File: config.mk
export PLATFORM = sky130hd
export DESIGN_NAME = jtag_tap_target
export DESIGN_NICKNAME = d
export VERILOG_FILES = /design/src/rtl/flexsoc_jtag_pkg.sv /design/src/rtl/jtag_edge_sync.sv /design/src/rtl/jtag_tap_target.sv
export SDC_FILE = /design/constraint.sdc
export NUM_CORES = 1
export LEC_CHECK = 0
export BUFFER_PORTS_ARGS = -buffer_cell sky130_fd_sc_hd__buf_4
export CAP_MARGIN = 20
export CORE_MARGIN = 5
export CORE_UTILIZATION = 45
export DETAILED_ROUTE_END_ITERATION = 8
export PLACE_DENSITY_LB_ADDON = 0.3
export SYNTH_ARGS = -nofsm -noshare
export SYNTH_HDL_FRONTEND = slang
export SYNTH_SLANG_ARGS = --single-unit
export TNS_END_PERCENT = 50
File: constraint.sdc
create_clock -name CLK -period 3.1 [get_ports CLK]
set_input_delay 0.465 -clock CLK [delete_from_list [all_inputs] [get_ports CLK]]
set_output_delay 0.465 -clock CLK [all_outputs]
set_load 0.01 [all_outputs]
File: src/rtl/flexsoc_jtag_pkg.sv
// Shared JTAG TAP definitions: state encoding, instruction codes and the
// IEEE 1149.1 next-state function.
package flexsoc_jtag_pkg;

    localparam int unsigned DR_W = 32;

    localparam logic [3:0] IR_IDCODE  = 4'b1110;
    localparam logic [3:0] IR_BYPASS  = 4'b1111;
    localparam logic [3:0] IR_SCRATCH = 4'b1000;
    localparam logic [3:0] IR_CAPTURE = 4'b0001;

    typedef enum logic [3:0] {
        TAP_EXIT2_DR  = 4'h0,
        TAP_EXIT1_DR  = 4'h1,
        TAP_SHIFT_DR  = 4'h2,
        TAP_PAUSE_DR  = 4'h3,
        TAP_SEL_IR    = 4'h4,
        TAP_UPDATE_DR = 4'h5,
        TAP_CAPTURE_DR = 4'h6,
        TAP_SEL_DR    = 4'h7,
        TAP_EXIT2_IR  = 4'h8,
        TAP_EXIT1_IR  = 4'h9,
        TAP_SHIFT_IR  = 4'hA,
        TAP_PAUSE_IR  = 4'hB,
        TAP_RTI       = 4'hC,
        TAP_UPDATE_IR = 4'hD,
        TAP_CAPTURE_IR = 4'hE,
        TAP_TLR       = 4'hF
    } tap_state_t;

    // Standard TAP transition on a TCK rising edge
    function automatic tap_state_t tap_next(input tap_state_t s, input logic tms);
        case (s)
            TAP_TLR:        return tms ? TAP_TLR       : TAP_RTI;
            TAP_RTI:        return tms ? TAP_SEL_DR    : TAP_RTI;
            TAP_SEL_DR:     return tms ? TAP_SEL_IR    : TAP_CAPTURE_DR;
            TAP_CAPTURE_DR: return tms ? TAP_EXIT1_DR  : TAP_SHIFT_DR;
            TAP_SHIFT_DR:   return tms ? TAP_EXIT1_DR  : TAP_SHIFT_DR;
            TAP_EXIT1_DR:   return tms ? TAP_UPDATE_DR : TAP_PAUSE_DR;
            TAP_PAUSE_DR:   return tms ? TAP_EXIT2_DR  : TAP_PAUSE_DR;
            TAP_EXIT2_DR:   return tms ? TAP_UPDATE_DR : TAP_SHIFT_DR;
            TAP_UPDATE_DR:  return tms ? TAP_SEL_DR    : TAP_RTI;
            TAP_SEL_IR:     return tms ? TAP_TLR       : TAP_CAPTURE_IR;
            TAP_CAPTURE_IR: return tms ? TAP_EXIT1_IR  : TAP_SHIFT_IR;
            TAP_SHIFT_IR:   return tms ? TAP_EXIT1_IR  : TAP_SHIFT_IR;
            TAP_EXIT1_IR:   return tms ? TAP_UPDATE_IR : TAP_PAUSE_IR;
            TAP_PAUSE_IR:   return tms ? TAP_EXIT2_IR  : TAP_PAUSE_IR;
            TAP_EXIT2_IR:   return tms ? TAP_UPDATE_IR : TAP_SHIFT_IR;
            TAP_UPDATE_IR:  return tms ? TAP_SEL_DR    : TAP_RTI;
            default:        return TAP_TLR;
        endcase
    endfunction

endpackage

File: src/rtl/jtag_edge_sync.sv
// Brings TCK/TMS/TDI into the CLK domain and derives one-CLK TCK edge strobes.
module jtag_edge_sync (
    input  logic clk,
    input  logic rst,
    input  logic tck,
    input  logic tms,
    input  logic tdi,
    output logic tms_s,
    output logic tdi_s,
    output logic rise_c,
    output logic fall
);

    logic [2:0] sync1;
    logic [2:0] sync2;
    logic       tck_d;

    // All three pins share the same two flops so TMS/TDI stay aligned to TCK
    always_ff @(posedge clk or posedge rst) begin
        if (rst) begin
            sync1 <= 3'b000;
            sync2 <= 3'b000;
            tck_d <= 1'b0;
            fall  <= 1'b0;
        end else begin
            sync1 <= {tdi, tms, tck};
            sync2 <= sync1;
            tck_d <= sync2[0];
            fall  <= ~sync2[0] & tck_d;
        end
    end

    assign rise_c = sync2[0] & ~tck_d;
    assign tms_s  = sync2[1];
    assign tdi_s  = sync2[2];

endmodule

File: src/rtl/jtag_tap_target.sv
// JTAG TAP responder with IDCODE, BYPASS and a 32-bit SCRATCH data register,
// running entirely in the CLK domain from oversampled TCK.
module jtag_tap_target
    import flexsoc_jtag_pkg::*;
#(
    parameter logic [31:0] IDCODE = 32'h1BEEF001,
    parameter int unsigned IR_LEN = 4
) (
    input  logic        CLK,
    input  logic        RESET,
    input  logic        TCK,
    input  logic        TMS,
    input  logic        TDI,
    output logic        TDO,
    output logic        TDO_OE,
    output logic [3:0]  TAP_STATE,
    output logic [3:0]  IR,
    output logic [31:0] SCRATCH,
    output logic        DR_UPDATE
);

    tap_state_t          state;
    tap_state_t          state_next;
    logic                tms_s;
    logic                tdi_s;
    logic                rise_c;
    logic                fall;
    logic [IR_LEN-1:0]   ir_sr;
    logic [3:0]          ir;
    logic [DR_W-1:0]     dr_sr;
    logic [DR_W-1:0]     scratch;
    logic                tdo;
    logic                tdo_oe;
    logic                dr_update;
    logic                dr_long_c;

    jtag_edge_sync u_sync (
        .clk    (CLK),
        .rst    (RESET),
        .tck    (TCK),
        .tms    (TMS),
        .tdi    (TDI),
        .tms_s  (tms_s),
        .tdi_s  (tdi_s),
        .rise_c (rise_c),
        .fall   (fall)
    );

    always_ff @(posedge CLK or posedge RESET) begin
        if (RESET) state <= TAP_TLR;
        else       state <= state_next;
    end

    always_comb begin
        state_next = state;
        if (rise_c) state_next = tap_next(state, tms_s);
    end

    // Instruction path: capture/shift act on the current state, update on entry
    always_ff @(posedge CLK or posedge RESET) begin
        if (RESET) begin
            ir_sr <= '0;
            ir    <= IR_IDCODE;
        end else if (rise_c) begin
            case (state)
                TAP_CAPTURE_IR: ir_sr <= IR_LEN'(IR_CAPTURE);
                TAP_SHIFT_IR:   ir_sr <= {tdi_s, ir_sr[IR_LEN-1:1]};
                default:        ir_sr <= ir_sr;
            endcase
            if (state_next == TAP_UPDATE_IR) ir <= 4'(ir_sr);
            else if (state_next == TAP_TLR)  ir <= IR_IDCODE;
        end
    end

    assign dr_long_c = (ir == IR_IDCODE) || (ir == IR_SCRATCH);

    // Data path; bypass uses only bit 0 of the shared shift register
    always_ff @(posedge CLK or posedge RESET) begin
        if (RESET) begin
            dr_sr     <= '0;
            scratch   <= '0;
            dr_update <= 1'b0;
        end else begin
            dr_update <= 1'b0;
            if (rise_c) begin
                case (state)
                    TAP_CAPTURE_DR: begin
                        if (ir == IR_IDCODE)       dr_sr <= IDCODE;
                        else if (ir == IR_SCRATCH) dr_sr <= scratch;
                        else                       dr_sr <= '0;
                    end
                    TAP_SHIFT_DR: begin
                        if (dr_long_c) dr_sr <= {tdi_s, dr_sr[DR_W-1:1]};
                        else           dr_sr <= {dr_sr[DR_W-1:1], tdi_s};
                    end
                    default: dr_sr <= dr_sr;
                endcase
                if (state_next == TAP_UPDATE_DR && ir == IR_SCRATCH) begin
                    scratch   <= dr_sr;
                    dr_update <= 1'b1;
                end
            end
        end
    end

    always_ff @(posedge CLK or posedge RESET) begin
        if (RESET) begin
            tdo    <= 1'b0;
            tdo_oe <= 1'b0;
        end else if (fall) begin
            tdo    <= (state == TAP_SHIFT_IR) ? ir_sr[0] : dr_sr[0];
            tdo_oe <= (state == TAP_SHIFT_IR) || (state == TAP_SHIFT_DR);
        end
    end

    assign TDO       = tdo;
    assign TDO_OE    = tdo_oe;
    assign TAP_STATE = state;
    assign IR        = ir;
    assign SCRATCH   = scratch;
    assign DR_UPDATE = dr_update;

endmodule

==> summary.txt <==
Yosys
  – Cell accounting for the most synthesized area: dfrtp_1
  – FF+latch count, synth: 87
  – Synth top cells by count: 80 x dfrtp_1, 69 x nor2_1, 30 x mux2_4
  – Post-synth cell types: 44
  – Post-synthesis average cell area: 12.0 um^2
  – Synth Instances: 330
  – FFs w/ async S/R, synth: 100%
  – Post-synthesis net count: 335
  – Post-synth EDFFs: 0
  – Top-area cell type share of the netlist area: between 50% and 60%
  – Sequential area share after synthesis: roughly 55%
  – Largest cells by area after synthesis: dfrtp_1 51%, mux2_4 11%, nor2_1 6.6%
  – Syn Std Cell Area: 3950 um^2
  – Top-count cell post-synth: dfrtp_1
  – Ys flop type: dfrtp_1
  – Yosys Warn Count: 0

Route
  – Antenna Nets Post-Route: 0
  – Drt total wl: 8.12 mm
  – DRC errors left: 0
  – Iter 0 DRT Violations: 122
  – Vias/cell: 5.40
  – Via Count: 2616
  – TritonRoute pass-1 iters: 4
  – WL per Instance: 16.8 um

Pwr
  – Reg power frac: 49.1%
  – Leak Pwr: 2.28 nW
  – Switching power of the nets: 0.00101 W
  – Clk pwr share: between 20 and 30%
  – Internal power: 0.00220 W
  – Max IR drop VDD: roughly 0.43 mV
  – Net Sw Frac: 31.6%
  – Comb power frac: 21.0%
  – P per Cell Area: 699 nW/um^2

Clock tree
  – Post-cts sizing count: 0
  – Latest clock arrival within the worst-skew pair: 0.35 ns
  – Hold buffer count at cts: 0
  – TritonCTS clock tree: done
  – H-tree depth: 3
  – Register clock-pin slew on the reported worst setup and hold paths: 0.09 ns
  – Root Buffer: clkbuf_8
  – Setup Fix Bufs, Post-CTS: 0
  – CTS Sinks: 87
  – Cts bufs inserted: 9
  – Max clock buf depth: 2

STA
  – Sum Neg Setup Slack: 0 ns
  – Minimum clock period after layout: 2.35 ns
  – Final setup vio count: 0
  – Pin slew with the least headroom to its limit: 0.783 ns
  – Fin. Hold Viols: 0
  – Peak Freq: ~0.43 GHz
  – Unrepaired setup endpoints after global routing: no
  – Fin crit share: 75.8%
  – Final Max Tran Viols: 0
  – Skew final: between 0.006 and 0.007 ns
  – Worst relative slew slack: between 40% and 50%

Floorplanning
  – Die W: 104 um
  – Initial Util: 45.7%
  – I/O Pins: 48
  – # rows: 34
  – Chip height: approximately 100 um
  – Die ar.: roughly 11000 um^2
  – Core Box Area: 8640 um^2

Setup path
  – R2r endpoint: SCRATCH[29]$_DFFE_PP0P_
  – Worst endpoint data arrival time: 2.59 ns
  – Critical path launch point type: flip-flop
  – R2R cell count: 6
  – Worst path required time: 3.34 ns
  – Crit. End Element: flip-flop
  – Worst-path fanout max: 18
  – WS Path Type: flip-flop to flip-flop
  – Reg2Reg Launch Point: TAP_STATE[1]$_DFF_PP1_
  – Worst reg2reg setup slack: 0.75 ns

Placement
  – Hpwl dp: 5.33 mm
  – Placed cells: 468
  – Placer Congestion: 0.776
  – Placed instance area: 4350 um^2
  – Buffers on Ports: 47

Final layout
  – Non-Filler Instances: ~480
  – # fillers: 754
  – Fin nets: 376
  – Layout cells sized above 1: about 34%
  – Final instance area: 4590 um^2
  – Util after Layout: 53.2%
  – Synth-to-layout area growth: 16.4%
  – ANT cells: 0

Run status
  – Status: finished clean

Global routing
  – Grt total ovfl: 0
  – Largest net degree at the start of global routing: 47
  – First-pass GRT wire length: between 10 and 15 mm
  – All-Layer GR Usage: 15.7%
  – Vias in the first global route: around 2700
  – Initial antenna violation count: 0

Hold path
  – Hold Startpoint: TCK
  – Hold Path Class: input pin to flip-flop
  – Hold Crit Depth: 1
  – WHS Endpoint: u_sync.sync1[0]$_DFF_PP0_

Flow run
  – Maximum Capacitance Violations: 0
## metrics by stage
| stage | power [W] | hold WS, ns | worst slack, ns |
|---|---|---|---|
| finish | 0.00321 | 0.211 | 0.749 |
| global placement | 0.00225 | 0.332 | 0.794 |
| CTS | 0.00325 | 0.188 | 0.755 |
| floorplan | 0.00208 | 0.331 | 0.396 |
| detailed placement | 0.00228 | 0.335 | 0.771 |
| global route | 0.00342 | 0.182 | 0.630 |
## cells in the final DEF, fill, tap and decap left out, types with 2 or more instances in the layout
cell | netlist | layout
mux2_2 | 4 | 4
nor2_1 | 69 | 69
o31ai_1 | 14 | 14
nand2b_1 | 5 | 5
o21ai_2 | 1 | 2
dfrtp_1 | 80 | 80
a221oi_1 | 7 | 7
a221oi_2 | 10 | 10
o211ai_1 | 3 | 3
nor2b_1 | 3 | 3
nor3_1 | 2 | 2
bufinv_16 | 0 | 3
clkbuf_8 | 0 | 10
and3_1 | 3 | 3
clkinvlp_4 | 0 | 2
mux2i_1 | 3 | 3
dfstp_2 | 7 | 7
o21ai_0 | 6 | 6
a21oi_1 | 6 | 6
mux2_4 | 30 | 30
buf_4 | 2 | 50
o21a_1 | 3 | 3
inv_1 | 5 | 4
o22a_1 | 3 | 3
buf_12 | 0 | 2
nand2_1 | 27 | 27
## state kept, by name, indices dropped and copies added, names as in the netlist
name	flops
u_sync.fall	1
u_sync.sync1	3
IR	4
DR_UPDATE	1
u_sync.sync2	3
TAP_STATE	4
dr_sr	32
TDO	1
SCRATCH	32
u_sync.tck_d	1
ir_sr	4
TDO_OE	1
## cell families (layout without fill, tap and decap cells)
| group | Yosys count | in the layout | share of synthesized area [%] |
|---|---|---|---|
| buffers and inverters | 27 | 73 | 4.38 |
| XOR/XNOR | 1 | 1 | 0.222 |
| multiplexers | 37 | 37 | 13.3 |
| AND/OR/NAND/NOR | 118 | 118 | 13.2 |
| AO/OA/AOI/OAI | 60 | 60 | 13.5 |
| flip-flops | 87 | 87 | 55.4 |
## metal layers
| layer | part of all wire, % | global-route usage [%] | vias up |
|---|---|---|---|
| met1 | 44 | 21.4 | 1300 |
| met2 | 50 | 24.3 | 75 |
| met5 | 0 | 0 | - |
| met4 | 1.0 | 5.90 | 0 |
| met3 | 5.1 | 4.04 | 4 |
| li1 | - | - | 1237 |
## layout make-up
type | count | area (um^2) | area share, %
clock buffers | 11 | 141 | 3.08
clock inverters | 5 | 105 | 2.29
inverters | 5 | 20.0 | 0.436
multi-input cells | 216 | 1590 | 34.6
flip-flops and latches | 87 | 2190 | 47.6
well taps | 108 | 135 | 2.94
repair buffers | 52 | 415 | 9.04
## critical path: stages, from the launching register on
cell	delay, ns
dfstp_2	0.66
a21bo_2	0.27
a2111oi_4	0.35
a21oi_1	0.11
nand4_2	0.12
buf_4	0.33
mux2_2	0.38
## worst max-delay path by stage
stage	from	end	slack (ns)	cells after the start
final	TAP_STATE[1]$_DFF_PP1_	SCRATCH[29]$_DFFE_PP0P_	0.75	6
after global routing	TAP_STATE[1]$_DFF_PP1_	dr_sr[13]$_DFFE_PP0P_	0.63	5
after CTS	TAP_STATE[1]$_DFF_PP1_	SCRATCH[29]$_DFFE_PP0P_	0.75	6
after detailed placement	TAP_STATE[1]$_DFF_PP1_	SCRATCH[29]$_DFFE_PP0P_	0.77	6
after global placement	TAP_STATE[1]$_DFF_PP1_	SCRATCH[29]$_DFFE_PP0P_	0.79	6
after floorplan	RESET	DR_UPDATE$_DFF_PP0_	0.40	1
## power groups by stage
stage	Sequential, W	Clock, W	Combinational, W
floorplan	0.00155	0	0.000536
finish	0.00158	0.000959	0.000676
global route	0.00161	0.00104	0.000770
CTS	0.00158	0.000985	0.000685
global placement	0.00159	0	0.000660
detailed placement	0.00160	0	0.000681
Note: power is estimated with default switching activity, not from simulation.
